--- src/rtl/tone_voice.sv ---
// Single square-wave voice: tick-driven phase plus attack/sustain/release envelope, signed samples on request.
// Optional build macro TONE_VOICE_PHASE_RESET_EN: note_on rising edge and retrigger force phase to 0.
module tone_voice #(
    parameter int SAMPLE_W     = 16,
    parameter int AMP_MAX      = 32767,
    parameter int ATTACK_STEP  = 1024,
    parameter int RELEASE_STEP = 512
) (
    input  logic                clock,
    input  logic                reset,
    input  logic                tick,
    input  logic                note_on,
    input  logic                sample_req,
    output logic [SAMPLE_W-1:0] sample,
    output logic                sample_valid,
    output logic [1:0]          env_state,
    output logic                active
);

    localparam logic [SAMPLE_W-1:0] AMP_MAX_C  = SAMPLE_W'(AMP_MAX);
    localparam logic [SAMPLE_W-1:0] ATT_STEP_C = SAMPLE_W'(ATTACK_STEP);
    localparam logic [SAMPLE_W-1:0] REL_STEP_C = SAMPLE_W'(RELEASE_STEP);
    localparam logic [SAMPLE_W-1:0] ZERO_C     = SAMPLE_W'(0);

    typedef enum logic [1:0] {
        ST_IDLE    = 2'd0,
        ST_ATTACK  = 2'd1,
        ST_SUSTAIN = 2'd2,
        ST_RELEASE = 2'd3
    } env_t;

    // Saturating envelope step helpers; the sum cannot wrap since AMP_MAX leaves headroom in SAMPLE_W bits.
    function automatic logic [SAMPLE_W-1:0] sat_add(input logic [SAMPLE_W-1:0] a);
        logic [SAMPLE_W-1:0] s;
        s = a + ATT_STEP_C;
        if (s > AMP_MAX_C) begin
            return AMP_MAX_C;
        end else begin
            return s;
        end
    endfunction

    function automatic logic [SAMPLE_W-1:0] sat_sub(input logic [SAMPLE_W-1:0] a);
        if (a >= REL_STEP_C) begin
            return a - REL_STEP_C;
        end else begin
            return ZERO_C;
        end
    endfunction

    env_t                state_r;
    env_t                next_state_s;
    logic [SAMPLE_W-1:0] amp_r;
    logic [SAMPLE_W-1:0] amp_next_s;
    logic [SAMPLE_W-1:0] amp_up_s;
    logic [SAMPLE_W-1:0] amp_dn_s;
    logic [SAMPLE_W-1:0] sample_s;
    logic [SAMPLE_W-1:0] sample_r;
    logic                sample_valid_r;
    logic                active_r;
    logic                phase_r;
    logic                phase_next_s;
    logic                retrigger_s;

    assign amp_up_s = sat_add(amp_r);
    assign amp_dn_s = sat_sub(amp_r);

    // Envelope next-state and amplitude update.
    always_comb begin
        next_state_s = state_r;
        amp_next_s   = amp_r;
        retrigger_s  = 1'b0;
        case (state_r)
            ST_IDLE: begin
                if (note_on) begin
                    next_state_s = ST_ATTACK;
                end else begin
                    next_state_s = ST_IDLE;
                end
            end
            ST_ATTACK, ST_SUSTAIN: begin
                if (!note_on) begin
                    // A key release coincident with a request already takes the release step.
                    if (sample_req) begin
                        amp_next_s = amp_dn_s;
                    end else begin
                        amp_next_s = amp_r;
                    end
                    if (amp_next_s == ZERO_C) begin
                        next_state_s = ST_IDLE;
                    end else begin
                        next_state_s = ST_RELEASE;
                    end
                end else if (state_r == ST_ATTACK && sample_req) begin
                    amp_next_s = amp_up_s;
                    if (amp_up_s == AMP_MAX_C) begin
                        next_state_s = ST_SUSTAIN;
                    end else begin
                        next_state_s = ST_ATTACK;
                    end
                end else begin
                    next_state_s = state_r;
                end
            end
            ST_RELEASE: begin
                if (note_on) begin
                    retrigger_s = 1'b1;
                    if (sample_req) begin
                        amp_next_s = amp_up_s;
                    end else begin
                        amp_next_s = amp_r;
                    end
                    if (amp_next_s == AMP_MAX_C) begin
                        next_state_s = ST_SUSTAIN;
                    end else begin
                        next_state_s = ST_ATTACK;
                    end
                end else if (sample_req) begin
                    amp_next_s = amp_dn_s;
                    if (amp_dn_s == ZERO_C) begin
                        next_state_s = ST_IDLE;
                    end else begin
                        next_state_s = ST_RELEASE;
                    end
                end else begin
                    next_state_s = ST_RELEASE;
                end
            end
            default: begin
                next_state_s = ST_IDLE;
                amp_next_s   = ZERO_C;
            end
        endcase
    end

`ifdef TONE_VOICE_PHASE_RESET_EN
    logic note_on_q_r;

    // Key edge register for the phase-reset feature.
    always_ff @(posedge clock or posedge reset) begin
        if (reset) begin
            note_on_q_r <= 1'b0;
        end else begin
            note_on_q_r <= note_on;
        end
    end

    // Phase update; a note start wins over a coincident tick.
    always_comb begin
        phase_next_s = phase_r;
        if ((note_on && !note_on_q_r) || retrigger_s) begin
            phase_next_s = 1'b0;
        end else if (tick) begin
            phase_next_s = ~phase_r;
        end else begin
            phase_next_s = phase_r;
        end
    end
`else
    // Phase update; free-running on ticks.
    always_comb begin
        phase_next_s = phase_r;
        if (tick) begin
            phase_next_s = ~phase_r;
        end else begin
            phase_next_s = phase_r;
        end
    end
`endif

    // Sample uses the pre-toggle phase and the post-update amplitude.
    always_comb begin
        sample_s = amp_next_s;
        if (phase_r) begin
            sample_s = amp_next_s;
        end else begin
            sample_s = ZERO_C - amp_next_s;
        end
    end

    // State, amplitude, phase and output registers.
    always_ff @(posedge clock or posedge reset) begin
        if (reset) begin
            state_r        <= ST_IDLE;
            amp_r          <= ZERO_C;
            phase_r        <= 1'b0;
            sample_r       <= ZERO_C;
            sample_valid_r <= 1'b0;
            active_r       <= 1'b0;
        end else begin
            state_r        <= next_state_s;
            amp_r          <= amp_next_s;
            phase_r        <= phase_next_s;
            sample_valid_r <= sample_req;
            active_r       <= (next_state_s != ST_IDLE);
            if (sample_req) begin
                sample_r <= sample_s;
            end else begin
                sample_r <= sample_r;
            end
        end
    end

    assign sample       = sample_r;
    assign sample_valid = sample_valid_r;
    assign env_state    = state_r;
    assign active       = active_r;

endmodule

--- config.mk ---
export PLATFORM = sky130hd
export DESIGN_NAME = tone_voice
export DESIGN_NICKNAME = d
export VERILOG_FILES = /design/src/rtl/tone_voice.sv
export SDC_FILE = /design/constraint.sdc
export NUM_CORES = 1
export LEC_CHECK = 0
export BUFFER_PORTS_ARGS = -buffer_cell sky130_fd_sc_hd__buf_4
export CORE_MARGIN = 8
export CORE_UTILIZATION = 50
export CTS_BUF_LIST = sky130_fd_sc_hd__clkbuf_4
export DETAILED_ROUTE_END_ITERATION = 12
export PLACE_DENSITY_LB_ADDON = 0.25
export SYNTH_ARGS = -nofsm -noshare
export SYNTH_HDL_FRONTEND = slang
export SYNTH_SLANG_ARGS = --single-unit
--- constraint.sdc ---
create_clock -name clock -period 3.4 [get_ports clock]
set_input_delay 0.17 -clock clock [delete_from_list [all_inputs] [get_ports clock]]
set_output_delay 0.17 -clock clock [all_outputs]
set_load 0.005 [all_outputs]
Word level (Yosys, flattened, before mapping). Cells that the tools add are included.

Output and inout port bits: 20. Register bits: 37. Word-level logic and storage cells: 46.

Eq/ne operators: 5. Magnitude comparators: 2. Add/subtract/negate cells: 3. Muxes and demuxes: 23. Bitwise operators: 1. Reductions and logical operators: 6.

Operators with widths (count): 16-bit two-way mux (12); 16-bit by 15-bit equality test with 1-bit output (second input constant) (2); 16-bit logical NOT (2); 16-bit one-hot mux with 2 select lines (1); 16-bit by 11-bit adder with 16-bit output (second input constant) (1); 16-bit by 10-bit >= comparator with 1-bit output (second input constant) (1); 16-bit by 15-bit greater-than comparator with 1-bit output (second input constant) (1); 2-bit two-way mux (8); 1-bit by 16-bit subtractor with 16-bit output (first input constant) (1); 16-bit by 10-bit subtractor with 16-bit output (second input constant) (1); 2-bit one-hot mux with 3 select lines (1); 2-bit equality test (second input constant) (2); 2-bit by 1-bit equality test with 1-bit output (second input constant) (1); 2-bit logical NOT (1); 2-bit nonzero test (1); 2-bit OR reduction (1); 1-bit logical AND (1); 1-bit two-way mux (1); 1-bit NOT (1).

Logic depth before layout (Yosys ltp). Gate-level depths: netlist of the first run.

Word-level depth: 11. Mapped depth: 15. Gate-level depth less buffers: 13.

Worst setup path after synthesis of the first run. No wires, ideal clock.

Path kind: register to register. From: register amp_r[10]. To: register sample_r[14], in the netlist sample[14]. Setup slack: 0.480 ns. Buffers on the path: 1. Setup time: 0.069 ns. Arrival: 2.851 ns. Cell stages (with the launch flop): 15. Period minus slack after synthesis: 2.920 ns. Cell sequence: dfrtp_1 > clkbuf_1 > inv_1 > ha_1 > a21boi_2 > nand4_1 > nand2_1 > a21oi_1 > inv_1 > ha_1 > inv_1 > a221oi_4 > nand3b_1 > or3_1 > nand3_1.

Cells in the longest elaborated chain, start to end: 10. Elaborated cells between the ends (all ways): 18.

Ends and longest elaborated chain: from (decl) (RTL line 53) `logic [SAMPLE_W-1:0] amp_r;`; from (signal assigned) (RTL line 192) `amp_r <= amp_next_s;`; 16-bit by 11-bit adder with 16-bit output (RTL line 35) `s = a + ATT_STEP_C;`; 16-bit by 15-bit greater-than comparator with 1-bit output (RTL line 36) `if (s > AMP_MAX_C) begin`; 16-bit two-way mux (RTL line 36); 16-bit two-way mux (RTL line 108) `if (sample_req) begin`; 16-bit two-way mux (RTL line 106) `if (note_on) begin`; 16-bit two-way mux (RTL line 73) `case (state_r)`; 16-bit two-way mux (RTL line 106); 16-bit one-hot mux with 2 select lines (*) (RTL line 73); net amp_next_s[0] (RTL line 54) `logic [SAMPLE_W-1:0] amp_next_s;`; 1-bit by 16-bit subtractor with 16-bit output (*) (RTL line 177) `sample_s = ZERO_C - amp_next_s;`; 16-bit two-way mux (*) (RTL line 174) `if (phase_r) begin`; to (signal assigned) (RTL line 197) `sample_r <= sample_s;`; to (signal assigned) (RTL line 199) `sample_r <= sample_r;`; to (decl) (RTL line 58) `logic [SAMPLE_W-1:0] sample_r;`.

The timed path passes the listed nets; every way through them passes the cells marked *. The select of a mux whose other input is x is not followed. A chain may end at the register's enable or synchronous reset.

Final worst setup path of the first run.
From: register amp_r[11]. To: register active_r, in the netlist active.

Cells in the longest elaborated chain, start to end: 11. Elaborated cells between the ends (all ways): 26.

Ends and longest elaborated chain: 16-bit by 11-bit adder with 16-bit output (RTL line 35); 16-bit by 15-bit greater-than comparator with 1-bit output (RTL line 36); 16-bit two-way mux (RTL line 36); 16-bit two-way mux (RTL line 108); 16-bit two-way mux (RTL line 106); 16-bit two-way mux (RTL line 73); 16-bit by 15-bit equality test with 1-bit output (RTL line 113) `if (amp_next_s == AMP_MAX_C) begin`; 2-bit two-way mux (RTL line 113); 2-bit two-way mux (RTL line 106); 2-bit one-hot mux with 3 select lines (*) (RTL line 73); net next_state_s[0] (RTL line 52) `env_t next_state_s;`; 2-bit nonzero test (*) (RTL line 195) `active_r <= (next_state_s != ST_IDLE);`; to (signal assigned) (RTL line 195); to (decl) (RTL line 60) `logic active_r;`.

Marked as above.

==> impl_metrics.tcl, run 1 <==
set metrics [dict create \
    slowest_delay_ns 0.66 \
    vias 3113 \
    ant_nets 0 \
    wl_per_cell_microns 19.7 \
    n_antenna_cell 0 \
    rr_endpoint "active" \
    cp_max_fo 13 \
    syn_area_sq_um 3100 \
    rows 28 \
    cts_buffer_depth 2 \
    ir_worst_vdd_mv 0.566 \
    place_congestion 0.988 \
    ys_ff_latch 37 \
    rrSetupSlack_ns 0.21 \
    drc 0 \
    seq_area_frac_synth_pct 29.9 \
    cts_tree "yes" \
    max_freq_mhz 314 \
    drv_cap 0 \
    ys_async_sr_fraction_pct 100 \
    finalMaxSlewViolations 0 \
    htree_levels 2 \
    hold_class "in -> async" \
    crit_path_start_kind "flip-flop" \
    grt_pass1_wl_microns 14800 \
    dp_hpwl_microns 6870 \
    synth-main-ff-cell "dfrtp_1" \
    root_buffer "clkbuf_4" \
    drt_iter0_drc 376 \
    status "finished clean" \
    rr_worst_depth 9 \
    tns_ns 0 \
    power_density_nw_per_um2 1170 \
    worstMarginPinSlew_ns 1.05 \
    first_pass_iters 5 \
    num-nets-final 407 \
    track_usage_pct 20.9 \
    antenna_found_initial 0 \
    grt_pass1_vias 2787 \
    portBuffers 24 \
    synth_nets 384 \
    cp_top_family "compound AO/OA/AOI/OAI gates" \
    die_h_microns 94.7 \
    initial_core_util_pct 52.1 \
    die-area_sq_um 8980 \
    path_clk_slew_ns 0.12 \
    end_kind "flip-flop" \
    power_mw 4.06 \
    insertion_delay_ns 0.36 \
    rsz0062_at_grt "no" \
    cts_buffers 5 \
    path_buf_inv 1 \
    vias_per_cell 6.62 \
    synth_edf_count 0 \
    syn2layout_area_growth_pct 12.4 \
    critPathMostFrequentCell "o31a_1" \
    leakagePower_nw 1.49 \
    synth_cell_type_count 74 \
    final_layout_size_suffix_gt1_share_pct 18.0 \
    grt_max_degree 44 \
    post_cts_buffers 0 \
    finalCriticalPeriod_ns 3.19 \
    worst_clock_skew_ns 0.0127 \
    die_w_microns 94.7 \
    critPathArrivalTime_ns 3.44 \
    worstPathCellList "inv_1 -> ha_1 -> nand2b_1 -> nor4_1 -> o31a_1 -> o22a_1 -> a21oi_1 -> o31a_1 -> a211o_1" \
    period_share_pct 93.8 \
    synth.avg_cell_area_sq_um 8.36 \
    syn_inst 371 \
    core_area_sq_um 5960 \
    criticalPathCategory "reg -> reg" \
    crit_path_start "amp_r[11]" \
    pin_count 25 \
    wl_microns 9250 \
    setup_viol 0 \
    overflow 0 \
    clock-sinks 37 \
    crit_required_ns 3.65 \
    crit_path_top_delay_cell "dfrtp_1" \
    yosys_warnings 0 \
    final_hold_viol_count 0 \
    slew_headroom_pct 29.9 \
    r2r-start "amp_r[11]" \
]
-- area by class of cell --
class,instances,area (sq um)
well taps,75,93.8
multi-input cells,282,1950
clock buffers,5,37.5
inverters,20,75.1
repair buffers,48,363
clock inverters,3,41.3
fillers,546,2470
flip-flops and latches,37,926
-- cells in the mapped netlist, drive strengths merged, types with 3 or more instances --
cell | instances | area (sq um)
o21a | 3 | 22.5
o41ai | 3 | 45.1
clkbuf | 17 | 63.8
nand2 | 24 | 90.1
nor4 | 9 | 71.3
a211o | 4 | 35.0
a211oi | 5 | 42.5
and4 | 5 | 46.3
nor2b | 4 | 25.0
o21ai | 15 | 78.8
nand4b | 3 | 26.3
nand4 | 7 | 43.8
or3 | 5 | 36.3
xnor2 | 11 | 96.3
a21o | 5 | 37.5
a21oi | 33 | 165
a21boi | 3 | 26.3
ha | 8 | 100
nor2 | 28 | 105
dfrtp | 37 | 926
o211ai | 3 | 22.5
nand2b | 5 | 31.3
a41oi | 4 | 35.0
a31oi | 11 | 68.8
nand3b | 5 | 37.5
nor3 | 8 | 50.1
xor2 | 7 | 61.3
o31ai | 5 | 37.5
inv | 20 | 75.1
and2 | 6 | 37.5
nand3 | 8 | 40.0
buf | 15 | 92.6
and3 | 4 | 25.0
o31a | 5 | 43.8
-- registers in the layout, indices dropped and copies added (netlist names) --
signal        cells
amp_r            16
sample           16
active            1
phase_r           1
env_state         2
sample_valid      1
-- layout by cell type, fill, tap and decap left out, types with 3 or more instances in the layout --
cell / Yosys / layout
nand4_1: 7 / 7
a211oi_1: 4 / 4
o31a_1: 5 / 5
nand4b_1: 3 / 3
nor4_1: 8 / 8
a211o_1: 4 / 4
a31oi_1: 11 / 11
o211ai_1: 3 / 3
xnor2_1: 11 / 11
o21a_1: 3 / 3
nor3_1: 6 / 6
ha_1: 8 / 8
buf_4: 0 / 47
xor2_1: 7 / 7
inv_1: 20 / 20
nand3b_1: 5 / 5
and2_1: 6 / 6
a21oi_1: 33 / 33
dfrtp_1: 37 / 37
o31ai_1: 5 / 4
and4_1: 4 / 4
and3_1: 4 / 4
nor2b_1: 4 / 4
a41oi_1: 4 / 4
nor2_1: 28 / 28
or3_1: 4 / 4
clkbuf_4: 0 / 5
nand3_1: 8 / 8
nand2_1: 24 / 24
nand2b_1: 5 / 5
o21ai_0: 13 / 13
a21o_1: 5 / 5
-- worst max-delay path by stage --
stage / to / cells past startpoint
after floorplan: sample[14] / 14
after global placement: active / 9
after detailed placement: active / 9
after CTS: active / 9
after global routing: sample[14] / 13
final: active / 9
-- what timing repair did --
action / 4_1_cts / 5_1_grt
endpoints found under the setup margin: 0 / 1
endpoints found under the hold margin: 1 / 0
hold buffers: 1 / 0
gates resized for setup: 0 / 1
-- metal layers --
layer	up-vias	wire length (microns)	track usage (%)
li1	1430	-	-
met1	1477	3990	27.7
met2	178	4220	32.7
met3	28	722	2.86
met4	0	322	10.1
met5	-	0	0
-- stage by stage --
step | hold slack, ns | utilization, % | instances | area [sq um] | worst slack, ns
floorplan | 0.201 | - | 371 | 3100 | 0.480
detailed placement | 0.351 | 56.9 | 461 | 3390 | 0.264
global route | 0.149 | 58.5 | 470 | 3480 | 0.0163
finish | 0.0573 | 58.5 | 470 | 3480 | 0.211
global placement | 0.350 | 56.9 | 461 | 3390 | 0.317
CTS | 0.0963 | 58.4 | 470 | 3480 | 0.254
-- cells by family (layout without fill, tap and decap cells) --
logic type	Yosys count	count (layout)	share of synthesized area, %
AOI/OAI and AO/OA	124	124	29.5
xor gates and xnor gates	18	18	5.08
adders and majority gates	8	8	3.23
buffers and inverters	52	76	7.47
DFF	37	37	29.9
muxes	3	3	1.05
and+or+nand+nor	129	129	23.8
-- power breakdown --
group / leakage [nW] / switching [mW] / internal [mW]
logic: 1.00 / 1.61 / 1.25
clock network: 0.0389 / 0.159 / 0.152
registers: 0.454 / 0.248 / 0.649
total: 1.49 / 2.02 / 2.05
Power figures use the tool's default switching activity.
==> inputs of run 2 (changes only) <==
ABC_CLOCK_PERIOD_IN_PS = 3400   (was not set)
REMOVE_ABC_BUFFERS = 1   (was not set)
==> impl_metrics.tcl, run 2 (synthesis results as in run 1) <==
set metrics [dict create \
    final_common_cell "buf_4" \
    tns_ns 0 \
    placedCellCount 458 \
    cts_tree "yes" \
    grt_pass1_wl_microns 14800 \
    post_cts_buffers 0 \
    crit_path_start_kind "flip-flop" \
    die-area_sq_um 8980 \
    initial_core_util_pct 52.1 \
    wl_per_cell_microns 19.0 \
    layout_common_cells "buf_4, dfrtp_1, a21oi_1" \
    num-nets-final 405 \
    die_h_microns 94.7 \
    seq_area_sq_um 926 \
    final_hold_viol_count 0 \
    end_kind "flip-flop" \
    ant_nets 0 \
    die_w_microns 94.7 \
    finalNonFillerCells 468 \
    cts_hold_buf 2 \
    final.fill_count 521 \
    place_congestion 1.03 \
    final_layout_size_suffix_gt1_share_pct 17.0 \
    setup_viol 0 \
    syn2layout_area_growth_pct 11.8 \
    power_density_nw_per_um2 1150 \
    finalMaxSlewViolations 0 \
    dp_hpwl_microns 6670 \
    overflow 0 \
    placed_area_sq_um 3370 \
    drt_iter0_drc 267 \
    critPathArrivalTime_ns 3.34 \
    ir_worst_vdd_mv 0.663 \
    multi_input_area_sq_um 1940 \
    grt_pass1_vias 2980 \
    clock-sinks 37 \
    cts_buffer_depth 2 \
    final_util_pct 58.2 \
    path_clk_slew_ns 0.12 \
    wl_microns 8890 \
    cp_max_fo 13 \
    first_pass_iters 5 \
    vias 3058 \
    rows 28 \
    worstMarginPinSlew_ns 0.717 \
    cts_buffers 5 \
    vias_per_cell 6.53 \
    rsz0062_at_grt "no" \
    hold_class "in -> reg" \
    antenna_found_initial 0 \
    crit_required_ns 3.69 \
    period_share_pct 89.7 \
    ctsResizeCount 0 \
    finalCriticalPeriod_ns 3.05 \
    worst_clock_skew_ns 0.00591 \
    final_area_sq_um 3470 \
    pin_count 25 \
    htree_levels 2 \
    leakagePower_nw 1.48 \
    portBuffers 24 \
    core_area_sq_um 5960 \
    track_usage_pct 20.7 \
    insertion_delay_ns 0.35 \
    timing.hold.ws_ns 0.233 \
    grt_max_degree 34 \
    slew_headroom_pct 52.2 \
    n_antenna_cell 0 \
    criticalPathCategory "reg -> reg" \
    drv_cap 0 \
    drc 0 \
    root_buffer "clkbuf_4" \
    status "finished clean" \
    max_freq_mhz 328 \
]
[run 2: cell types whose count changed in the layout (fill, tap and decap cells not counted)]
cell | previous run | this run
buf_4 | 47 | 44
dlygate4sd3_1 | 1 | 2
o31ai_1 | 4 | 5
o31ai_2 | 1 | 0
[run 2: report_power, final]
| group | internal [mW] | leakage, nW | switching [mW] |
|---|---|---|---|
| clock | 0.152 | 0.0389 | 0.160 |
| combinational | 1.22 | 0.989 | 1.53 |
| sequential | 0.649 | 0.454 | 0.270 |
[run 2: per-stage QoR]
stage	worst slack [ns]	power [mW]
final	0.351	3.98
after global routing	0.135	4.32
after CTS	0.389	3.96
after detailed placement	0.436	3.63
after global placement	0.418	3.62
after floorplan	0.401	2.75
[run 2: worst max-delay path, cell delays in order, from the launching register on]
cell      delay [ns]
dfrtp_1         0.62
inv_1           0.21
ha_1            0.27
a21boi_2        0.17
nand4_1         0.23
nand2_1         0.14
a21oi_1         0.09
inv_1           0.06
ha_1            0.18
inv_1           0.09
a221oi_4        0.31
nand3b_1        0.14
or3_1           0.38
nand3_1         0.09
[run 2: cell type report]
type,instances,area share [%]
Clock buffer,5,1.08
Clock inverter,3,1.19
Multi-Input combinational cell,282,56.0
Sequential cell,37,26.7
Timing Repair Buffer,46,10.1
Inverter,20,2.17
Tap cell,75,2.71
[run 2: per-layer routing]
metal	vias up	track usage (%)	part of all wire (%)
met4	0	8.84	2.7
li1	1434	-	-
met5	-	0	0
met3	26	5.16	7.6
met1	1448	26.5	43
met2	150	32.3	47
[run 2: path summary, 6_finish.rpt]
path	startpoint	endpoint	slack (ns)	cells past startpoint
worst max-delay path	amp_r[10]	sample[14]	0.35	13
worst min-delay path	sample_req	sample[3]	0.23	2
worst max register to register	amp_r[10]	sample[14]	0.35	13
worst min register to register	sample[14]	sample[14]	0.53	2
max in group asynchronous	reset	active	2.19	4
min in group asynchronous	reset	sample[11]	0.48	3
